[src/rtl/seg_pkg.sv]
// Shared constants for the seven-segment scan counter: glyph encodings and digit limits.
// Latency: none (constants only).
// Backpressure: none; the display path is free-running.
//
// Segment bit order is a..g on bits 0..6; a set bit lights the segment.
package seg_pkg;

    // Supported digit counts for seg_scan_counter.
    localparam int MIN_DIGITS = 2;
    localparam int MAX_DIGITS = 8;

    localparam logic [6:0] GLYPH_0   = 7'h3F;
    localparam logic [6:0] GLYPH_1   = 7'h06;
    localparam logic [6:0] GLYPH_2   = 7'h5B;
    localparam logic [6:0] GLYPH_3   = 7'h4F;
    localparam logic [6:0] GLYPH_4   = 7'h66;
    localparam logic [6:0] GLYPH_5   = 7'h6D;
    localparam logic [6:0] GLYPH_6   = 7'h7D;
    localparam logic [6:0] GLYPH_7   = 7'h07;
    localparam logic [6:0] GLYPH_8   = 7'h7F;
    localparam logic [6:0] GLYPH_9   = 7'h6F;
    localparam logic [6:0] GLYPH_A   = 7'h77;
    localparam logic [6:0] GLYPH_B   = 7'h7C;
    localparam logic [6:0] GLYPH_C   = 7'h39;
    localparam logic [6:0] GLYPH_D   = 7'h5E;
    localparam logic [6:0] GLYPH_E   = 7'h79;
    localparam logic [6:0] GLYPH_F   = 7'h71;
    localparam logic [6:0] SEG_BLANK = 7'h00;

endpackage

[src/rtl/seg_glyph.sv]
// Nibble to seven-segment glyph lookup (hex glyphs 0..F).
// Latency: combinational, zero cycles.
// Backpressure: none.
//
// Ports:
//   nib  - 4-bit digit value to display
//   seg  - segments a..g on bits 0..6, active-high
module seg_glyph
    import seg_pkg::*;
(
    input  logic [3:0] nib,
    output logic [6:0] seg
);

    always_comb begin
        seg = SEG_BLANK;
        case (nib)
            4'h0: seg = GLYPH_0;
            4'h1: seg = GLYPH_1;
            4'h2: seg = GLYPH_2;
            4'h3: seg = GLYPH_3;
            4'h4: seg = GLYPH_4;
            4'h5: seg = GLYPH_5;
            4'h6: seg = GLYPH_6;
            4'h7: seg = GLYPH_7;
            4'h8: seg = GLYPH_8;
            4'h9: seg = GLYPH_9;
            4'hA: seg = GLYPH_A;
            4'hB: seg = GLYPH_B;
            4'hC: seg = GLYPH_C;
            4'hD: seg = GLYPH_D;
            4'hE: seg = GLYPH_E;
            4'hF: seg = GLYPH_F;
            default: seg = SEG_BLANK;
        endcase
    end

endmodule

[src/rtl/seg_scan_counter.sv]
// Prescaled up/down hex/BCD multi-digit counter with a time-multiplexed seven-segment scan.
// Latency: outputs are registered and reflect counter/scan state one cycle later; wrap pulses with the new value.
// Backpressure: none; the scan runs freely and run=0 only freezes the count.
//
// Ports:
//   clk, rst_n            - clock, asynchronous active-low reset
//   run, up, mode_bcd     - prescaler enable, count direction, per-digit radix (BCD vs hex)
//   lz_blank, clear       - leading-zero blanking, synchronous clear of value and prescaler
//   seg_out, dp_out       - glyph and heartbeat decimal point of the scanned digit
//   digit_en, wrap        - one-hot digit select, one-cycle wrap pulse
//   DIGITS is expected to lie within seg_pkg::MIN_DIGITS..MAX_DIGITS.
module seg_scan_counter
    import seg_pkg::*;
#(
    parameter int DIGITS     = 4,
    parameter int PRESCALE_W = 21,
    parameter int SCAN_W     = 10,
    parameter int ACTIVE_LOW = 0
) (
    input  logic              clk,
    input  logic              rst_n,
    input  logic              run,
    input  logic              up,
    input  logic              mode_bcd,
    input  logic              lz_blank,
    input  logic              clear,
    output logic [6:0]        seg_out,
    output logic              dp_out,
    output logic [DIGITS-1:0] digit_en,
    output logic              wrap
);

    localparam int VW    = 4 * DIGITS;
    localparam int IDX_W = (DIGITS > 1) ? $clog2(DIGITS) : 1;

    // Output polarity masks; XOR at the output registers so reset values flip too.
    localparam logic [6:0]        SEG_INV = (ACTIVE_LOW != 0) ? 7'h7F : 7'h00;
    localparam logic              DP_INV  = (ACTIVE_LOW != 0);
    localparam logic [DIGITS-1:0] EN_INV  = {DIGITS{ACTIVE_LOW != 0}};

    logic [PRESCALE_W-1:0] presc;
    logic [VW-1:0]         value;
    logic [VW-1:0]         value_nxt;
    logic                  carry_out;
    logic                  tick;

    logic [SCAN_W-1:0]     scan_div;
    logic [IDX_W-1:0]      idx;
    logic [3:0]            cur_nib;
    logic [6:0]            glyph;
    logic [DIGITS-1:0]     blank_mask;
    logic                  blank;

    assign tick = run & (&presc);

    // ------------------------------------------------------------------
    // Per-digit step with carry/borrow rippling from digit 0 upward.
    // Digit 0 always receives a carry-in; the result is only committed on a tick.
    // ------------------------------------------------------------------
    generate
        for (genvar i = 0; i < DIGITS; i++) begin : g_digit
            logic [3:0] cur;
            logic [3:0] nxt;
            logic       cin;
            logic       cout;

            if (i == 0) begin : g_lsd
                assign cin = 1'b1;
            end else begin : g_upper
                assign cin = g_digit[i-1].cout;
            end

            assign cur = value[4*i +: 4];

            always_comb begin
                nxt  = cur;
                cout = 1'b0;
                if (cin) begin
                    if (up) begin
                        // In BCD anything >= 9 rolls over, which also flushes
                        // A..F left behind by a switch from hex mode.
                        if (mode_bcd ? (cur >= 4'd9) : (cur == 4'hF)) begin
                            nxt  = 4'h0;
                            cout = 1'b1;
                        end else begin
                            nxt = cur + 4'd1;
                        end
                    end else begin
                        if (cur == 4'h0) begin
                            nxt  = mode_bcd ? 4'd9 : 4'hF;
                            cout = 1'b1;
                        end else if (mode_bcd && (cur > 4'd9)) begin
                            // Illegal BCD digit snaps to 9 without borrowing.
                            nxt = 4'd9;
                        end else begin
                            nxt = cur - 4'd1;
                        end
                    end
                end
            end

            assign value_nxt[4*i +: 4] = nxt;
        end
    endgenerate

    assign carry_out = g_digit[DIGITS-1].cout;

    // ------------------------------------------------------------------
    // Prescaler, counter value and wrap pulse. clear beats a coincident tick.
    // ------------------------------------------------------------------
    always_ff @(posedge clk or negedge rst_n) begin
        if (!rst_n) begin
            presc <= '0;
            value <= '0;
            wrap  <= 1'b0;
        end else if (clear) begin
            presc <= '0;
            value <= '0;
            wrap  <= 1'b0;
        end else begin
            if (run) begin
                presc <= presc + PRESCALE_W'(1);
            end
            if (tick) begin
                value <= value_nxt;
                wrap  <= carry_out;
            end else begin
                wrap  <= 1'b0;
            end
        end
    end

    // ------------------------------------------------------------------
    // Scan engine: free-running divider, independent of run and clear.
    // ------------------------------------------------------------------
    always_ff @(posedge clk or negedge rst_n) begin
        if (!rst_n) begin
            scan_div <= '0;
            idx      <= '0;
        end else begin
            scan_div <= scan_div + SCAN_W'(1);
            if (&scan_div) begin
                idx <= (idx == IDX_W'(DIGITS - 1)) ? '0 : idx + IDX_W'(1);
            end
        end
    end

    // Digit i (i >= 1) is a leading zero when it and every digit above it are zero.
    always_comb begin
        logic hi_zero;
        hi_zero    = 1'b1;
        blank_mask = '0;
        for (int i = DIGITS - 1; i >= 1; i--) begin
            hi_zero       = hi_zero & (value[4*i +: 4] == 4'h0);
            blank_mask[i] = hi_zero;
        end
    end

    assign cur_nib = 4'(value >> {idx, 2'b00});
    assign blank   = lz_blank & blank_mask[idx];

    seg_glyph u_glyph (
        .nib (cur_nib),
        .seg (glyph)
    );

    // ------------------------------------------------------------------
    // Output registers.
    // ------------------------------------------------------------------
    always_ff @(posedge clk or negedge rst_n) begin
        if (!rst_n) begin
            seg_out  <= SEG_INV;
            dp_out   <= DP_INV;
            digit_en <= EN_INV;
        end else begin
            seg_out  <= (blank ? SEG_BLANK : glyph) ^ SEG_INV;
            dp_out   <= ((idx == '0) & presc[PRESCALE_W-1]) ^ DP_INV;
            digit_en <= (DIGITS'(1) << idx) ^ EN_INV;
        end
    end

endmodule

[config.mk]
export PLATFORM = sky130hd
export DESIGN_NAME = seg_scan_counter
export DESIGN_NICKNAME = d
export VERILOG_FILES = /design/src/rtl/seg_pkg.sv /design/src/rtl/seg_glyph.sv /design/src/rtl/seg_scan_counter.sv
export SDC_FILE = /design/constraint.sdc
export NUM_CORES = 1
export LEC_CHECK = 0
export BUFFER_PORTS_ARGS = -buffer_cell sky130_fd_sc_hd__clkbuf_2
export CAP_MARGIN = 20
export CORE_MARGIN = 2
export CORE_UTILIZATION = 62
export CTS_CLUSTER_SIZE = 8
export DETAILED_ROUTE_END_ITERATION = 6
export PLACE_DENSITY = 0.8
export RECOVER_POWER = 25
export SETUP_SLACK_MARGIN = 0.2
export SYNTH_ARGS = -nofsm -noshare
export SYNTH_HDL_FRONTEND = slang
export SYNTH_SLANG_ARGS = --single-unit
[constraint.sdc]
create_clock -name clk -period 4.5 [get_ports clk]
set_input_delay 0.225 -clock clk [delete_from_list [all_inputs] [get_ports clk]]
set_output_delay 0.225 -clock clk [all_outputs]
set_load 0.02 [all_outputs]
==> run_results.csv <==
group,metric,value,unit
sta,worst_slack,1.842,ns
critical_path,crit_start,"value[8]",
global_route,grt_max_degree,63,
place,place_area,4096,µm²
yosys,synth_ff_type,"dfrtp_1",
sta,rsz0062_at_grt,"false",
global_route,top_usage_layer,"met2",
critical_path,slowest_stage,"dfrtp_1",
sta,slew_headroom,0.4732,
clock_network,clock_latency,0.35,ns
drt,wl_per_cell,16.06,µm
floorplan,fp.dieH,84.34,µm
critical_path,critPathLaunchType,"flop",
critical_path,arrival,2.88,ns
sta,hold_viol,0,
yosys,avgSynthCellArea,9.220,µm²
sta,finalSetupViolCount,0,
finish,finish.instance_area,4277,µm²
clock_network,cts_setup_buffers,0,
floorplan,start_util,0.6374,
finish,n_antenna_cell,0,
critical_path,r2r_slack,1.84,ns
yosys,synth_seq_cells,62,
global_route,grt_pass1_vias,3136,
run_status,status,"complete, no violations",
critical_path,reg2reg_from,"value[8]",
critical_path,max_stage_delay,0.52,ns
sta,tns,0,ns
drt,routed_wl,8400,µm
sta,fmax,376.2,MHz
finish,areaGrowthSynthToFinish,6.879,%
floorplan,ios,20,
drt,ant_nets,0,
critical_path,critPathTopFamily,"compound AO/OA/AOI/OAI gates",
critical_path,cp_data_required_time,4.72,ns
critical_path,crit_type,"flop to flop",
pwr,leakage,0.001808,µW
drt,via_per_inst,6.268,
drt,drc_errors,0,
global_route,antenna_found_initial,0,
drt,drtPass1Iterations,5,
place,portBuffers,19,
place,hpwl,5762,µm
drt,drt_iter0_drc,249,
yosys,synth_area_leaders,"dfrtp_1 (39%), ha_1 (7.8%), xor2_1 (4.4%)",
clock_network,clockBufferDepth,2,
critical_path,cp_num_buf_inv,1,
floorplan,num_rows,29,
finish,multiInputGateArea,2260,µm²
min_path,min_path_type,"input port to async pin",
yosys,syn_nets,466,
global_route,grt.met2_usage,0.4250,
clock_network,postCtsResizedCells,0,
yosys,yosys-top-cells-count,"dfrtp_1 (62), nand2_1 (40), nor2_1 (39)",
clock_network,ctsHoldBuffers,0,
critical_path,r2r_end,"value[15]",
clock_network,cts_tree,"yes",
critical_path,setup.worst_path.end,"value[15]",
sta,min_period_over_period,0.5908,
clock_network,cts_root_buf,"clkbuf_8",
global_route,grt_pass1_wl,14500,µm
finish,final_cells,523,
yosys,yosysMostFrequentCell,"dfrtp_1",
place,dp_cells,507,
clock_network,ctsHtreeMaxLevel,3,
critical_path,cp-end-kind,"flop",
place,preCtsSetupSlack,1.915,ns
pwr,power.density,247.8,nW/µm²
yosys,synth_area,4001,µm²
sta,skew,0.01923,ns
finish,fill_cells,517,
finish,seqCellArea,1551,µm²
critical_path,path_max_fanout,9,
critical_path,path_cells,"inv_1, ha_1, nor3b_1, o21ai_0, a31oi_1, nor3_1, mux2_2",
sta,finalMaxSlewViolations,0,
floorplan,coreArea,6277,µm²
drt,vias,3278,
floorplan,die_w,84.34,µm
global_route,use_met1,0.3277,
yosys,yosysTopAreaCell,"dfrtp_1",
critical_path,critical_path_depth,7,
clock_network,clk_pin_slew,0.08,ns
global_route,use_met3,0.05015,
sta,tightest_slew,0.7830,ns
job,drv_cap,0,
place,gp_congestion,0.8862,
floorplan,die-area,7112,µm²
yosys,synthDistinctLibCells,62,
yosys,yosysSeqAreaShare,0.3877,
global_route,grtUsageTotal,0.2526,
pwr,peakVddDrop,0.2289,mV
clock_network,cts_num_sinks,62,
yosys,ys_warn_count,0,
yosys,syn_inst,434,
clock_network,cts_buffers,9,
yosys,synth_top_area_frac,0.3877,
global_route,grt_overflow,0,
sta,fin_crit,2.658,ns
yosys,synth-edff-count,0,
critical_path,reg2regPathDepth,7,
finish,final_layout_size_suffix_gt1_frac,0.1166,
yosys,synthArstFlopShare,1.000,
finish,fin_nets,473,
-- report_power, final --
group          switching (µW)  internal, µW
Sequential               1.63           559
Clock                     243           206
Combinational            38.1          12.8
-- cell usage in the layout, fill, tap and decap left out, types with 6 or more instances in the layout --
cell type  count
and3_1         6
dfrtp_1       62
clkbuf_2      19
nand3_1       12
nand4_1       10
a21oi_1       31
nor2_1        39
ha_1          25
nand2_1       40
xnor2_1       15
clkbuf_8       9
a31oi_1        6
and2_1         6
o21ai_0       15
nor3_1        11
nand2b_1       6
xor2_1        20
inv_1         22
-- flip-flops by register name, indices dropped and copies added, names as in the netlist --
name,count
value,16
presc,21
scan_div,10
digit_en,4
idx,2
dp_out,1
wrap,1
seg_out,7
-- worst min-delay path by stage --
stage | depth (start not counted) | end | slack [ns] | from
2_1_floorplan | 0 | digit_en[0] | -0.07 | rst_n
3_3_place_gp | 2 | value[3] | 0.43 | rst_n
3_5_place_dp | 2 | value[3] | 0.44 | rst_n
4_1_cts | 2 | value[3] | 0.06 | rst_n
5_1_grt | 2 | value[3] | 0.09 | rst_n
6_report | 2 | value[3] | 0.004 | rst_n
-- kinds of logic (layout without fill, tap and decap cells) --
family                   count (synthesis)  after routing  synth area share
AND/OR/NAND/NOR                        166            166            0.2242
AO/OA/AOI/OAI                           89             89            0.1479
buffers and inverters                   47             59           0.04753
multiplexers                            10             10           0.03784
XOR/XNOR                                35             35           0.07661
adder cells (fa/ha/maj)                 25             25           0.07817
flip-flops                              62             62            0.3877
-- area by class of cell --
type / instances / share of cell area
clock buffer: 9 / 0.02896
sequential: 62 / 0.3628
clock inverter: 7 / 0.01317
inverter: 23 / 0.02019
tap: 77 / 0.02253
timing repair buffer: 20 / 0.02399
multi-input combinational: 325 / 0.5284
-- through the flow --
| step | utilization | total power, µW | hold slack, ns |
|---|---|---|---|
| 3_3_place_gp | 0.6526 | 620.3 | 0.4301 |
| 3_5_place_dp | 0.6526 | 621.8 | 0.4360 |
| 6_report | 0.6813 | 1060 | 0.004181 |
| 4_1_cts | 0.6813 | 1070 | 0.05587 |
| 5_1_grt | 0.6813 | 1106 | 0.08869 |
| 2_1_floorplan | - | 600.2 | -0.07059 |
-- metal layers --
metal	wire (µm)	up-vias
met5	0	-
li1	-	1553
met4	126	0
met2	4269	122
met1	3533	1589
met3	472	14
(Power assumes the default switching activity.)
